### src/rtl/bridge_cmd_mailbox.sv
// bridge_cmd_mailbox: host/core command handshake mailbox with parameter/response files on the APF bridge bus
// Optional core command timeout is built when BRIDGE_CMD_TIMEOUT_EN is defined.
module bridge_cmd_mailbox #(
   parameter int          N_PARAM_WORDS     = 4,
   parameter logic [26:0] HOST_PARAM_OFFSET = 27'h0010000,
   parameter logic [26:0] HOST_RESP_OFFSET  = 27'h0010040,
   parameter logic [26:0] CORE_PARAM_OFFSET = 27'h0010080,
   parameter logic [26:0] CORE_RESP_OFFSET  = 27'h00100C0,
   parameter int          TIMEOUT_CYCLES    = 74_000_000
) (
   input  logic                        clk,
   input  logic                        reset_n,
   input  logic                        bridge_endian_little,
   input  logic [26:0]                 bridge_addr,
   input  logic                        bridge_wr,
   input  logic                        bridge_rd,
   input  logic [31:0]                 bridge_wr_data,
   output logic [31:0]                 bridge_rd_data,
   output logic                        host_valid,
   output logic [15:0]                 host_word,
   output logic [N_PARAM_WORDS*32-1:0] host_param,
   input  logic                        host_ack,
   input  logic [15:0]                 host_progress,
   input  logic                        host_done,
   input  logic [15:0]                 host_result,
   input  logic [N_PARAM_WORDS*32-1:0] host_response,
   input  logic                        core_valid,
   input  logic [15:0]                 core_word,
   input  logic [N_PARAM_WORDS*32-1:0] core_param,
   output logic                        core_ack,
   output logic                        core_done,
   output logic [15:0]                 core_result,
   output logic [N_PARAM_WORDS*32-1:0] core_response
);
   localparam logic [1:0]  H_IDLE = 2'd0, H_REQ = 2'd1, H_BUSY = 2'd2;
   localparam logic        C_IDLE = 1'b0, C_POSTED = 1'b1;
   localparam logic [15:0] MAGIC_CMD = 16'h434D, MAGIC_BUSY = 16'h6275, MAGIC_OK = 16'h6F6B;
   localparam int          IW = (N_PARAM_WORDS > 1) ? $clog2(N_PARAM_WORDS) : 1;

   // bytes are swapped within each 16-bit half, so command/magic halves keep their position
   function automatic logic [31:0] swap16(input logic [31:0] d);
      return {d[23:16], d[31:24], d[7:0], d[15:8]};
   endfunction

   function automatic logic in_win(input logic [26:0] d);
      return d[26:6] == 21'd0 && 32'(d[5:2]) < N_PARAM_WORDS;
   endfunction

   logic [1:0]                         h_state;
   logic [31:0]                        status;
   logic [N_PARAM_WORDS-1:0][31:0]     hp_q, hr_q, cp_q, cr_q, co_q;
   logic                               c_state;
   logic [31:0]                        c_reg;
   logic [31:0]                        wdata, rd_mux;
   logic [26:0]                        hp_d, hr_d, cp_d, cr_d;
   logic                               hp_hit, hr_hit, cp_hit, cr_hit;
   logic [IW-1:0]                      hp_i, hr_i, cp_i, cr_i;
   logic                               cmd_wr, ok_wr, timeout_hit;

   assign wdata  = bridge_endian_little ? swap16(bridge_wr_data) : bridge_wr_data;
   assign hp_d   = bridge_addr - HOST_PARAM_OFFSET;
   assign hr_d   = bridge_addr - HOST_RESP_OFFSET;
   assign cp_d   = bridge_addr - CORE_PARAM_OFFSET;
   assign cr_d   = bridge_addr - CORE_RESP_OFFSET;
   assign hp_hit = in_win(hp_d);
   assign hr_hit = in_win(hr_d);
   assign cp_hit = in_win(cp_d);
   assign cr_hit = in_win(cr_d);
   assign hp_i   = hp_d[IW+1:2];
   assign hr_i   = hr_d[IW+1:2];
   assign cp_i   = cp_d[IW+1:2];
   assign cr_i   = cr_d[IW+1:2];
   assign cmd_wr = bridge_wr && bridge_addr == 27'h0000 && wdata[31:16] == MAGIC_CMD;
   assign ok_wr  = bridge_wr && bridge_addr == 27'h1000 && wdata[31:16] == MAGIC_OK;

   assign host_valid    = h_state == H_REQ;
   assign host_param    = hp_q;
   assign core_response = co_q;

   always_ff @(posedge clk or negedge reset_n) begin
      if (!reset_n) begin
         h_state   <= H_IDLE;
         status    <= '0;
         host_word <= '0;
         hp_q      <= '0;
         hr_q      <= '0;
      end else if (h_state == H_IDLE) begin
         if (cmd_wr) begin
            host_word <= wdata[15:0];
            status    <= {MAGIC_BUSY, 16'h0000};
            h_state   <= H_REQ;
         end
         if (bridge_wr && hp_hit) hp_q[hp_i] <= wdata;
      end else if (host_done && (h_state == H_BUSY || host_ack)) begin
         status  <= {MAGIC_OK, host_result};
         hr_q    <= host_response;
         h_state <= H_IDLE;
      end else if (h_state == H_BUSY) begin
         status <= {MAGIC_BUSY, host_progress};
      end else if (host_ack) begin
         h_state <= H_BUSY;
      end
   end

`ifdef BRIDGE_CMD_TIMEOUT_EN
   logic [31:0] cnt;
   assign timeout_hit = c_state == C_POSTED && cnt == 32'(TIMEOUT_CYCLES - 1);
   always_ff @(posedge clk or negedge reset_n) begin
      if (!reset_n) cnt <= '0;
      else cnt <= (c_state == C_POSTED && !timeout_hit) ? cnt + 32'd1 : 32'd0;
   end
`else
   localparam int unused_timeout = TIMEOUT_CYCLES;
   assign timeout_hit = 1'b0;
`endif

   always_ff @(posedge clk or negedge reset_n) begin
      if (!reset_n) begin
         c_state     <= C_IDLE;
         c_reg       <= '0;
         cp_q        <= '0;
         cr_q        <= '0;
         co_q        <= '0;
         core_ack    <= 1'b0;
         core_done   <= 1'b0;
         core_result <= '0;
      end else begin
         core_ack  <= 1'b0;
         core_done <= 1'b0;
         if (c_state == C_IDLE) begin
            if (core_valid) begin
               cp_q     <= core_param;
               c_reg    <= {MAGIC_CMD, core_word};
               core_ack <= 1'b1;
               c_state  <= C_POSTED;
            end
         end else begin
            if (bridge_wr && cr_hit) cr_q[cr_i] <= wdata;
            if (timeout_hit) begin
               core_done   <= 1'b1;
               core_result <= 16'hFFFF;
               co_q        <= '0;
               c_reg       <= '0;
               c_state     <= C_IDLE;
            end else if (ok_wr) begin
               core_done   <= 1'b1;
               core_result <= wdata[15:0];
               co_q        <= cr_q;
               c_reg       <= '0;
               c_state     <= C_IDLE;
            end
         end
      end
   end

   assign rd_mux = bridge_addr == 27'h0000 ? status :
                   bridge_addr == 27'h0004 ? {5'd0, HOST_PARAM_OFFSET} :
                   bridge_addr == 27'h0008 ? {5'd0, HOST_RESP_OFFSET} :
                   bridge_addr == 27'h1000 ? c_reg :
                   bridge_addr == 27'h1004 ? {5'd0, CORE_PARAM_OFFSET} :
                   bridge_addr == 27'h1008 ? {5'd0, CORE_RESP_OFFSET} :
                   hp_hit ? hp_q[hp_i] :
                   hr_hit ? hr_q[hr_i] :
                   cp_hit ? cp_q[cp_i] :
                   cr_hit ? cr_q[cr_i] : 32'hFFFF_FFFF;

   always_ff @(posedge clk or negedge reset_n) begin
      if (!reset_n) bridge_rd_data <= '0;
      else if (bridge_rd) bridge_rd_data <= bridge_endian_little ? swap16(rd_mux) : rd_mux;
   end
endmodule

### config.mk
export PLATFORM = sky130hd
export DESIGN_NAME = bridge_cmd_mailbox
export DESIGN_NICKNAME = d
export VERILOG_FILES = /design/src/rtl/bridge_cmd_mailbox.sv
export SDC_FILE = /design/constraint.sdc
export NUM_CORES = 2
export LEC_CHECK = 0
export CAP_MARGIN = 15
export CORE_AREA = 8 8 311 313
export CTS_CLUSTER_SIZE = 10
export DETAILED_ROUTE_END_ITERATION = 6
export DIE_AREA = 0 0 319 321
export SLEW_MARGIN = 25
export SYNTH_ARGS = -nofsm -noshare
export SYNTH_HDL_FRONTEND = slang
export SYNTH_SLANG_ARGS = --single-unit
### constraint.sdc
create_clock -name clk -period 1.8 [get_ports clk]
set_clock_uncertainty 0.05 [all_clocks]
set_input_delay 0.36 -clock clk [delete_from_list [all_inputs] [get_ports clk]]
set_output_delay 0.36 -clock clk [all_outputs]
set_load 0.01 [all_outputs]
==> tab_implementation.tex <==
\begin{tabular}{lr}
\hline
Metric & Value \\
\hline
\multicolumn{2}{l}{\textbf{GRT}} \\
Largest net degree at the start of global routing & 73 \\
Aggregate global-route resource usage & 0.2730 \\
Vias in the first global route & between 30,000 and 40,000 \\
Number of antenna violations at the first check in global routing & 21 \\
Gr ovfl total & 0 \\
Global-route wire length before repair & 208,800 um \\
\multicolumn{2}{l}{\textbf{Pwr}} \\
Total Power Consumption & 0.03850 W \\
Areal power density over the cells & between 700 and 800 nW/um\^{}2 \\
Leakage & approximately 24 nW \\
Maximum VDD drop & about 650 uV \\
\multicolumn{2}{l}{\textbf{Worst setup path}} \\
Critical Path RT & 2.30 ns \\
Crit path kind & in2reg \\
Arrival time at the worst endpoint & roughly 3.3 ns \\
Worst-path maximum fanout & 11 \\
Endpoint class of the critical path & register \\
Startpoint kind of the worst setup timing path & input port \\
R2R Setup Slk & -0.54 ns \\
\multicolumn{2}{l}{\textbf{Yosys}} \\
Synthesized netlist net count & around 3,600 \\
Commonest register cell after synthesis & sky130\_fd\_sc\_hd\_\_dfrtp\_1 \\
Count of unique library cells instantiated by Yosys & 80 \\
Cell Area, Synth & 33,590 sq um \\
Synth Area per Inst & about 10 sq um \\
Cells after synthesis & approximately 3,200 \\
Synth Register Bits & roughly 750 \\
Number of enable-type register cells in the synthesized netlist & 0 \\
Asr flop ratio synth & 1.000 \\
Yosys warnings & 0 \\
Sequential cell area fraction in the yosys report & 0.5550 \\
\multicolumn{2}{l}{\textbf{Clock tree}} \\
Number of buffers inserted during clock tree synthesis & 89 \\
TritonCTS clock tree & built \\
Source-to-sink clock delay at the later pin of the worst-skew pair & approximately 0.65 ns \\
H-tree Lvls & 3 \\
Master cell of the clock root buffer & sky130\_fd\_sc\_hd\_\_clkbuf\_16 \\
Clock-pin slew on the worst setup and hold paths & about 0.060 ns \\
Sink Count & approximately 750 \\
Maximum number of buffers from clock root to sink & 3 \\
\multicolumn{2}{l}{\textbf{STA}} \\
Final critical delay including setup and external delays & approximately 2.8 ns \\
Worst-case setup margin in the final layout & -1.010 ns \\
Max-slew headroom at the worst pin & 0.5188 \\
Setup repair after global routing missed its margin & yes \\
Crit share post-route & 1.561 \\
Highest clock frequency the design can meet & about 360 MHz \\
Setup Viol. Count Final & around 810 \\
Worst-case hold slack & 0.1277 ns \\
Hold violation count in the final report & 0 \\
Slew at the pin closest to its max-slew limit & 0.7185 ns \\
Final-report max-slew violation count & 0 \\
\multicolumn{2}{l}{\textbf{Run status}} \\
Failing checks & DRC, setup timing \\
Result of the run & finished with violations \\
\multicolumn{2}{l}{\textbf{Min path}} \\
Hold Path Class & in2async \\
\multicolumn{2}{l}{\textbf{Placement}} \\
Placed Area & $\sim$46,000 sq um \\
HPWL after detailed placement & 113,100 um \\
Global placement routability congestion & about 0.95 \\
Number of buffers inserted by port buffering & around 690 \\
\multicolumn{2}{l}{\textbf{Detailed routing}} \\
Number of vias after detailed routing & 30,646 \\
First DRT Iteration DRCs & 2,736 \\
Post-detailed-route via-to-cell ratio & 5.409 \\
Routed Wire Length & about 150,000 um \\
Number of design rule violations left after detail routing & 2 \\
First-pass iteration count of the detailed router & 7 \\
Routed length per instance & 26.96 um \\
Remaining antenna violation count after routing & 0 \\
\multicolumn{2}{l}{\textbf{Final layout}} \\
Post-layout nets & 4,788 \\
Leading cell types in the layout, fill and taps excluded & sky130\_fd\_sc\_hd\_\_nand2\_1 (1,019), sky130\_fd\_sc\_hd\_\_dfrtp\_1 (745), sky130\_fd\_sc\_hd\_\_clkdlybuf4s50\_1 (665) \\
Final instance area & 51,960 sq um \\
Layout cell share with drive strength beyond 1 & 0.3028 \\
Multi-input gate area in the final layout & approximately 16,000 sq um \\
Count of fill cells added during filler insertion & 7,861 \\
Sequential cell area & 18,640 sq um \\
P\&R area growth vs syn & 54.68\% \\
Most common cell after layout, fill and taps aside & sky130\_fd\_sc\_hd\_\_nand2\_1 \\
\multicolumn{2}{l}{\textbf{Flow run}} \\
Maximum capacitance violations & 0 \\
\multicolumn{2}{l}{\textbf{Die}} \\
Ports & 694 \\
Number of rows created at floorplan & about 110 \\
Area of the core & between 90,000 and 100,000 sq um \\
Starting utilization of the core area & 0.3643 \\
Horiz. Die Dim & roughly 320 um \\
Die Footprint & a little over 100,000 sq um \\
Chip height & approximately 320 um \\
\hline
\end{tabular}
-- final timing paths --
path	startpoint	to	cells after the start
worst max-delay path	bridge_addr[21]	bridge_rd_data[26]	13
worst min-delay path	reset_n	hr_q[4]	2
worst max register to register	cr_q[74]	bridge_rd_data[2]	8
worst min register to register	core_response[86]	core_response[86]	2
max in group asynchronous	reset_n	cr_q[40]	3
min in group clk	host_response[28]	hr_q[28]	3
-- power by group --
part	total, W	switching [W]	internal, W
clock network	0.0169	0.00727	0.00963
logic	0.00401	0.00198	0.00202
registers	0.0176	0.000297	0.0173
total	0.0385	0.00955	0.0289
-- cells by family after synthesis --
| group | after synthesis | synth area share |
|---|---|---|
| adder cells (fa/ha/maj) | 3 | 0.001118 |
| flip-flops | 745 | 0.5550 |
| AND/OR/NAND/NOR | 1394 | 0.1730 |
| AO/OA/AOI/OAI | 543 | 0.09867 |
| multiplexers | 294 | 0.1401 |
| buffers and inverters | 230 | 0.03188 |
| XOR/XNOR | 1 | 0.0002608 |
-- routing by layer --
layer  routed length, um  vias to the layer above  global-route usage
li1                    -                    13558                   -
met1               61210                    15555              0.3484
met2               74130                     1258              0.4566
met3               11510                      269             0.06183
met4                5840                        6             0.09750
met5                  35                        -                   0
-- stage by stage --
stage | cells | util | TNS (ns) | setup WS [ns]
CTS | 5561 | 0.5349 | -370.74 | -0.9824
detailed placement | 5399 | 0.4980 | -884.91 | -2.203
floorplan | 3210 | - | -533.98 | -1.364
global route | 5666 | 0.5635 | -457.46 | -1.066
global placement | 5399 | 0.4980 | -896.48 | -2.266
finish | 5666 | 0.5635 | -385.86 | -1.010
-- critical path, cell delays in order --
cell	delay, ns
sky130_fd_sc_hd__dlygate4sd2_1	0.34
sky130_fd_sc_hd__a211oi_4	0.29
sky130_fd_sc_hd__nand2_2	0.10
sky130_fd_sc_hd__a2111o_1	0.53
sky130_fd_sc_hd__buf_4	0.19
sky130_fd_sc_hd__a2111oi_4	0.24
sky130_fd_sc_hd__nand4_1	0.14
sky130_fd_sc_hd__buf_4	0.18
sky130_fd_sc_hd__buf_12	0.16
sky130_fd_sc_hd__nor2b_4	0.17
sky130_fd_sc_hd__a21oi_1	0.12
sky130_fd_sc_hd__and4_1	0.24
sky130_fd_sc_hd__o31ai_1	0.25
-- final cells by class --
class / count / area share
Clock buffer: 121 / 0.04811
Tap cell: 1197 / 0.02882
Inverter: 17 / 0.001517
Clock inverter: 8 / 0.002649
Multi-Input combinational cell: 2235 / 0.2995
Antenna cell: 17 / 0.0008187
Timing Repair Buffer: 1326 / 0.2598
Sequential cell: 745 / 0.3588
-- cell usage after synthesis, drive strengths merged, types with 3 or more instances --
cell        n  area, sq um
a2111oi    10        95.09
a211oi      8        60.06
a21boi      5        37.54
a21oi      78        390.4
a222oi      6        60.06
a22o        3        26.28
a22oi      26        195.2
a31oi       3        18.77
and2        6        37.54
and3        5        31.28
buf        57        421.7
clkbuf    156        585.6
dfrtp     745        18640
ha          3        37.54
inv        16        60.06
mux2      129         1453
mux2i      37        370.4
mux4      128         2883
nand2    1103         4140
nand2b     19        118.9
nand3      30        200.2
nand4      28        175.2
nand4b      4        35.03
nor2       98        367.9
nor2b       6        37.54
nor3       29        150.1
nor3b       5        48.80
nor4       19        155.2
nor4b       6        52.55
o211ai      6        45.04
o21a        7        52.55
o21ai     301         1544
o221a      18        202.7
o221ai      5        43.79
o22a        9        78.83
o22ai      22        137.6
o2bb2ai     6        52.55
o31ai       5        37.54
or2         8        52.56
or3        13        81.33
or4         6        45.04
-- timing repair --
item	4_1_cts	5_1_grt
pin swaps	73	101
gates resized for setup	160	412
endpoints found under the hold margin	317	0
hold buffers	1	0
endpoints found under the setup margin	809	924
gates cloned	3	40
setup buffers	29	54
Note: power is estimated with default switching activity, not from simulation.
